===== config.mk =====
export PLATFORM = sky130hd
export DESIGN_NAME = pcm_fifo_player
export DESIGN_NICKNAME = d
export VERILOG_FILES = /design/src/rtl/pcm_pkg.sv /design/src/rtl/pcm_pwm_dac.sv /design/src/rtl/pcm_fifo_player.sv
export SDC_FILE = /design/constraint.sdc
export NUM_CORES = 1
export LEC_CHECK = 0
export ABC_AREA = 1
export CAP_MARGIN = 10
export CORE_ASPECT_RATIO = 0.9
export CORE_MARGIN = 5
export CORE_UTILIZATION = 30
export DETAILED_ROUTE_END_ITERATION = 8
export HOLD_SLACK_MARGIN = 0.05
export SYNTH_ARGS = -nofsm -noshare
export SYNTH_HDL_FRONTEND = slang
export SYNTH_SLANG_ARGS = --single-unit

===== constraint.sdc =====
create_clock -name clk -period 2 [get_ports clk]
set_input_delay 0.5 -clock clk [delete_from_list [all_inputs] [get_ports clk]]
set_output_delay 0.5 -clock clk [all_outputs]
set_load 0.005 [all_outputs]

===== src/rtl/pcm_pkg.sv =====
// Shared sample-width constants and playback FSM state type for the PCM FIFO player.
// Pure declarations; no timing or flow-control behaviour of its own.
package pcm_pkg;

    localparam int                  SAMPLE_W     = 8;
    localparam logic [SAMPLE_W-1:0] PCM_MIDSCALE = 8'h80;
    localparam logic [SAMPLE_W-1:0] UNDERRUN_MAX = 8'hFF;

    typedef enum logic [1:0] {
        IDLE    = 2'd0,
        REQ     = 2'd1,
        CAPTURE = 2'd2
    } pcm_state_e;

    // Increment that sticks at UNDERRUN_MAX instead of wrapping.
    function automatic logic [SAMPLE_W-1:0] sat_inc(input logic [SAMPLE_W-1:0] v);
        return (v == UNDERRUN_MAX) ? v : v + 1'b1;
    endfunction

endpackage


===== src/rtl/pcm_pwm_dac.sv =====
// 8-bit PWM DAC: duty latched from sample at each 256-cycle period boundary, output registered.
// One cycle from counter compare to pwm_out; no backpressure, sample may change at any time.
module pcm_pwm_dac
    import pcm_pkg::*;
(
    input  logic                clk,
    input  logic                reset,
    input  logic                en,
    input  logic [SAMPLE_W-1:0] sample,
    output logic                pwm_out
);

    logic [SAMPLE_W-1:0] pwm_cnt_q, pwm_cnt_d;
    logic [SAMPLE_W-1:0] duty_q,    duty_d;
    logic                pwm_out_q, pwm_out_d;

    // Duty only moves when the counter wraps, so a period never mixes two duty values.
    always_comb begin
        pwm_cnt_d = en ? pwm_cnt_q + 1'b1 : '0;
        duty_d    = (pwm_cnt_q == '1) ? sample : duty_q;
        pwm_out_d = en && (pwm_cnt_q < duty_q);
    end

    always_ff @(posedge clk or negedge reset) begin
        if (!reset) begin
            pwm_cnt_q <= '0;
            duty_q    <= PCM_MIDSCALE;
            pwm_out_q <= 1'b0;
        end else begin
            pwm_cnt_q <= pwm_cnt_d;
            duty_q    <= duty_d;
            pwm_out_q <= pwm_out_d;
        end
    end

    assign pwm_out = pwm_out_q;

endmodule


===== src/rtl/pcm_fifo_player.sv =====
// Sample-rate FIFO consumer: pops one byte per tick, holds it as the PCM sample, counts underruns.
// Tick->fifo_rd 1 cycle, tick->sample/sample_stb 3 cycles; an empty FIFO at a tick is counted, not waited on.
module pcm_fifo_player
    import pcm_pkg::*;
#(
    parameter int CLK_DIV = 2268,
    parameter int DIV_W   = 12
) (
    input  logic                clk,
    input  logic                reset,
    input  logic                en,
    input  logic                fifo_empty,
    input  logic [SAMPLE_W-1:0] fifo_dout,
    output logic                fifo_rd,
    output logic [SAMPLE_W-1:0] sample,
    output logic                sample_stb,
    output logic                pwm_out,
    output logic [SAMPLE_W-1:0] underrun_cnt
);

    if (CLK_DIV < 4 || (CLK_DIV >> DIV_W) != 0) begin : g_param_check
        $error("pcm_fifo_player: CLK_DIV must be >= 4 and representable in DIV_W bits");
    end

    localparam logic [DIV_W-1:0] DIV_LAST = DIV_W'(CLK_DIV - 1);

    logic [DIV_W-1:0]    div_cnt_q, div_cnt_d;
    logic                tick;

    pcm_state_e          state_q;
    logic                fifo_rd_q;
    logic                sample_stb_q;
    logic [SAMPLE_W-1:0] sample_q;
    logic [SAMPLE_W-1:0] underrun_q;

    // Divider parks at zero while disabled so re-enable always yields a full first interval.
    always_comb begin
        tick = en && (div_cnt_q == DIV_LAST);
        if (!en || tick) begin
            div_cnt_d = '0;
        end else begin
            div_cnt_d = div_cnt_q + 1'b1;
        end
    end

    always_ff @(posedge clk or negedge reset) begin
        if (!reset) begin
            div_cnt_q <= '0;
        end else begin
            div_cnt_q <= div_cnt_d;
        end
    end

    // REQ and CAPTURE ignore en: once a byte is popped it is always delivered.
    always_ff @(posedge clk or negedge reset) begin
        if (!reset) begin
            state_q      <= IDLE;
            fifo_rd_q    <= 1'b0;
            sample_stb_q <= 1'b0;
            sample_q     <= PCM_MIDSCALE;
            underrun_q   <= '0;
        end else begin
            fifo_rd_q    <= 1'b0;
            sample_stb_q <= 1'b0;
            case (state_q)
                IDLE: begin
                    if (tick) begin
                        if (fifo_empty) begin
                            underrun_q <= sat_inc(underrun_q);
                        end else begin
                            state_q   <= REQ;
                            fifo_rd_q <= 1'b1;
                        end
                    end
                end
                REQ: begin
                    state_q <= CAPTURE;
                end
                CAPTURE: begin
                    sample_q     <= fifo_dout;
                    sample_stb_q <= 1'b1;
                    state_q      <= IDLE;
                end
                default: begin
                    state_q <= IDLE;
                end
            endcase
        end
    end

    pcm_pwm_dac u_pwm_dac (
        .clk     (clk),
        .reset   (reset),
        .en      (en),
        .sample  (sample_q),
        .pwm_out (pwm_out)
    );

    assign fifo_rd      = fifo_rd_q;
    assign sample       = sample_q;
    assign sample_stb   = sample_stb_q;
    assign underrun_cnt = underrun_q;

endmodule


==> flow_summary.yaml <==
timing:
  slew_headroom_pct: 68.9
  holdWs_ns: 0.141
  hold_viol: 0
  setup_viol: 0
  tns_ns: 0
  worstMarginPinSlew_ns: 0.466
  fin_skew_ns: 0.00836
  period_share_pct: 91.2
  fin_crit_ns: 1.82
  fmax_mhz: 549
  rsz0062_at_grt: "false"
  slew_viol_final: 0
critical_path:
  path_cells: "clkdlybuf4s50_1"
  crit_cells: 1
  critPathBufInv: 1
  path_delay_family: "flip-flops"
  slowest_delay_ns: 0.54
  cp-end-kind: "primary output"
  reg2reg_depth: 8
  cp.required_ns: 1.50
  path_class: "reg2out"
  crit_slowest_cell: "dfstp_2"
  worstPathArrival_ns: 1.32
  path_max_fanout: 2
  start_kind: "register"
cts:
  cts_tree: "built"
  cts_resized: 0
  hold_buffers: 0
  clockBufferDepth: 2
  clockRootBuffer: "clkbuf_8"
  cts_max_level: 2
  postCtsSetupRepairBufs: 0
  cts_sinks: 49
  path_clk_slew_ns: 0.09
  cts_made_buffers: 5
  clock_latency_ns: 0.30
final_layout:
  drive_above_1_share_pct: 11.0
  ff_latch_area_mm2: 0.00123
  fill_cells: 821
  final_cell_mix: "nand2_1 (74), dfrtp_1 (47), inv_1 (37)"
  antenna_cells: 0
  areaGrowthSynthToFinish_pct: 21.2
  multiInputGateArea_mm2: 0.00104
  final_common_cell: "nand2_1"
  finalNetCount: 349
grt:
  antenna_found_initial: 0
  grtUsageTotal_pct: 10.2
  gr-total-overflow: 0
  grt_max_degree: 32
  grt_pass1_wl_um: 8520
  grt_pass1_vias: 1944
floorplan:
  die_h_um: 95.9
  fp.dieW_um: 105
  dieArea_mm2: 0.0101
  initial_core_util_pct: 30.6
  rows: 31
  core-area_mm2: 0.00803
  ios: 31
placed_design:
  port_buffers: 30
  gp_congestion: 0.766
  hpwl_um: 3520
routing:
  ant_nets: 0
  wl_um: 4730
  drtPass1Iterations: 4
  drc: 0
  drt_iter0_drc: 51
  via_per_inst: 4.44
  wire_per_inst_um: 11.1
  vias: 1898
synthesis:
  synth_top_area_share_pct: 47.9
  synth_warnings: 0
  syn-cell-area_mm2: 0.00246
  synth_fp_nets: 312
  synth_seq_cells: 49
  synth_cell_types: 32
  synth_top_area_cell: "dfrtp_1"
  synth_area_leaders: "dfrtp_1 (48%), nand2_1 (11%), inv_1 (5.7%), ha_1 (5.1%), nor2_1 (5.0%)"
  synth_cells: 290
  yosysSeqAreaShare_pct: 50.0
  syn_avg_cell_area_um2: 8.47
power_and_ir_drop:
  vdd_drop_max_mv: 0.331
  total_power_w: 0.00169
  power_density_mw_per_mm2: 566
  p_leak_nw: 1.39
worst_hold_path:
  hp-class: "in2async"
job:
  cap_viol_max_count: 0
run_status:
  status: "complete, no violations"
routing by layer:
| layer | GRT usage [%] | part of all wire, % |
|---|---|---|
| met5 | 0 | 0 |
| met4 | 3.28 | 1.4 |
| met3 | 2.68 | 4.4 |
| met2 | 16.6 | 43 |
| met1 | 13.3 | 52 |
logic make-up after synthesis:
| kind of cell | synth area share [%] |
|---|---|
| compound gates | 9.83 |
| xor+xnor | 1.07 |
| fa+ha+maj | 5.09 |
| buf+inv | 7.54 |
| flops | 50.0 |
| simple gates | 26.5 |
per-stage QoR:
step	area, um^2	utilization [%]	instances	setup slack (ns)
finish	2980	37.1	427	0.177
global route	2980	37.1	427	0.123
CTS	2980	37.1	427	0.156
detailed placement	2890	36.0	419	0.308
global placement	2890	36.0	419	0.326
floorplan	2460	-	290	0.552
where the power goes:
part           switching [W]  total [W]  internal (W)  leakage (nW)
Combinational      0.0000528  0.0000965     0.0000437         0.720
Clock               0.000331   0.000578      0.000247        0.0374
Sequential        0.00000900    0.00101       0.00100         0.636
state kept, by name (all words and copies together), names as in the netlist:
register             count
state_q                  2
sample_stb               1
u_pwm_dac.duty_q         8
underrun_cnt             8
sample                   8
div_cnt_q               12
u_pwm_dac.pwm_out        1
u_pwm_dac.pwm_cnt_q      8
fifo_rd                  1
cell usage after synthesis (all sizes together):
library cell and n:
nor3 7, nand2 77, nor3b 1, o21a 1
xor2 2, buf 3, dfrtp 47, a21boi 1
ha 10, clkinv 1, and3 2, nand3b 2
nor2 35, dfstp 2, o21bai 2, clkbuf 2
a21oi 11, xnor2 1, nand3 11, nand4 10
o21ai 23, inv 39
cell type report:
class                           instances  area share [%]
Sequential cell                        49            41.2
Clock inverter                          2           0.504
Clock buffer                            6            2.44
Multi-Input combinational cell        196            35.0
Inverter                               40            5.04
Tap cell                               99            4.16
Timing Repair Buffer                   35            11.6
worst paths after layout:
check                      slack [ns]                   start                   to
max                              0.18               sample[7]            sample[7]
min                              0.14                   reset            sample[5]
max reg2reg                      0.42  u_pwm_dac.pwm_cnt_q[0]  u_pwm_dac.duty_q[2]
min reg2reg                      0.46              state_q[1]           state_q[1]
max in group asynchronous        1.34                   reset      underrun_cnt[3]
min in group clk                 0.46              state_q[1]           state_q[1]
No activity file was read; power rests on OpenSTA's default activity.
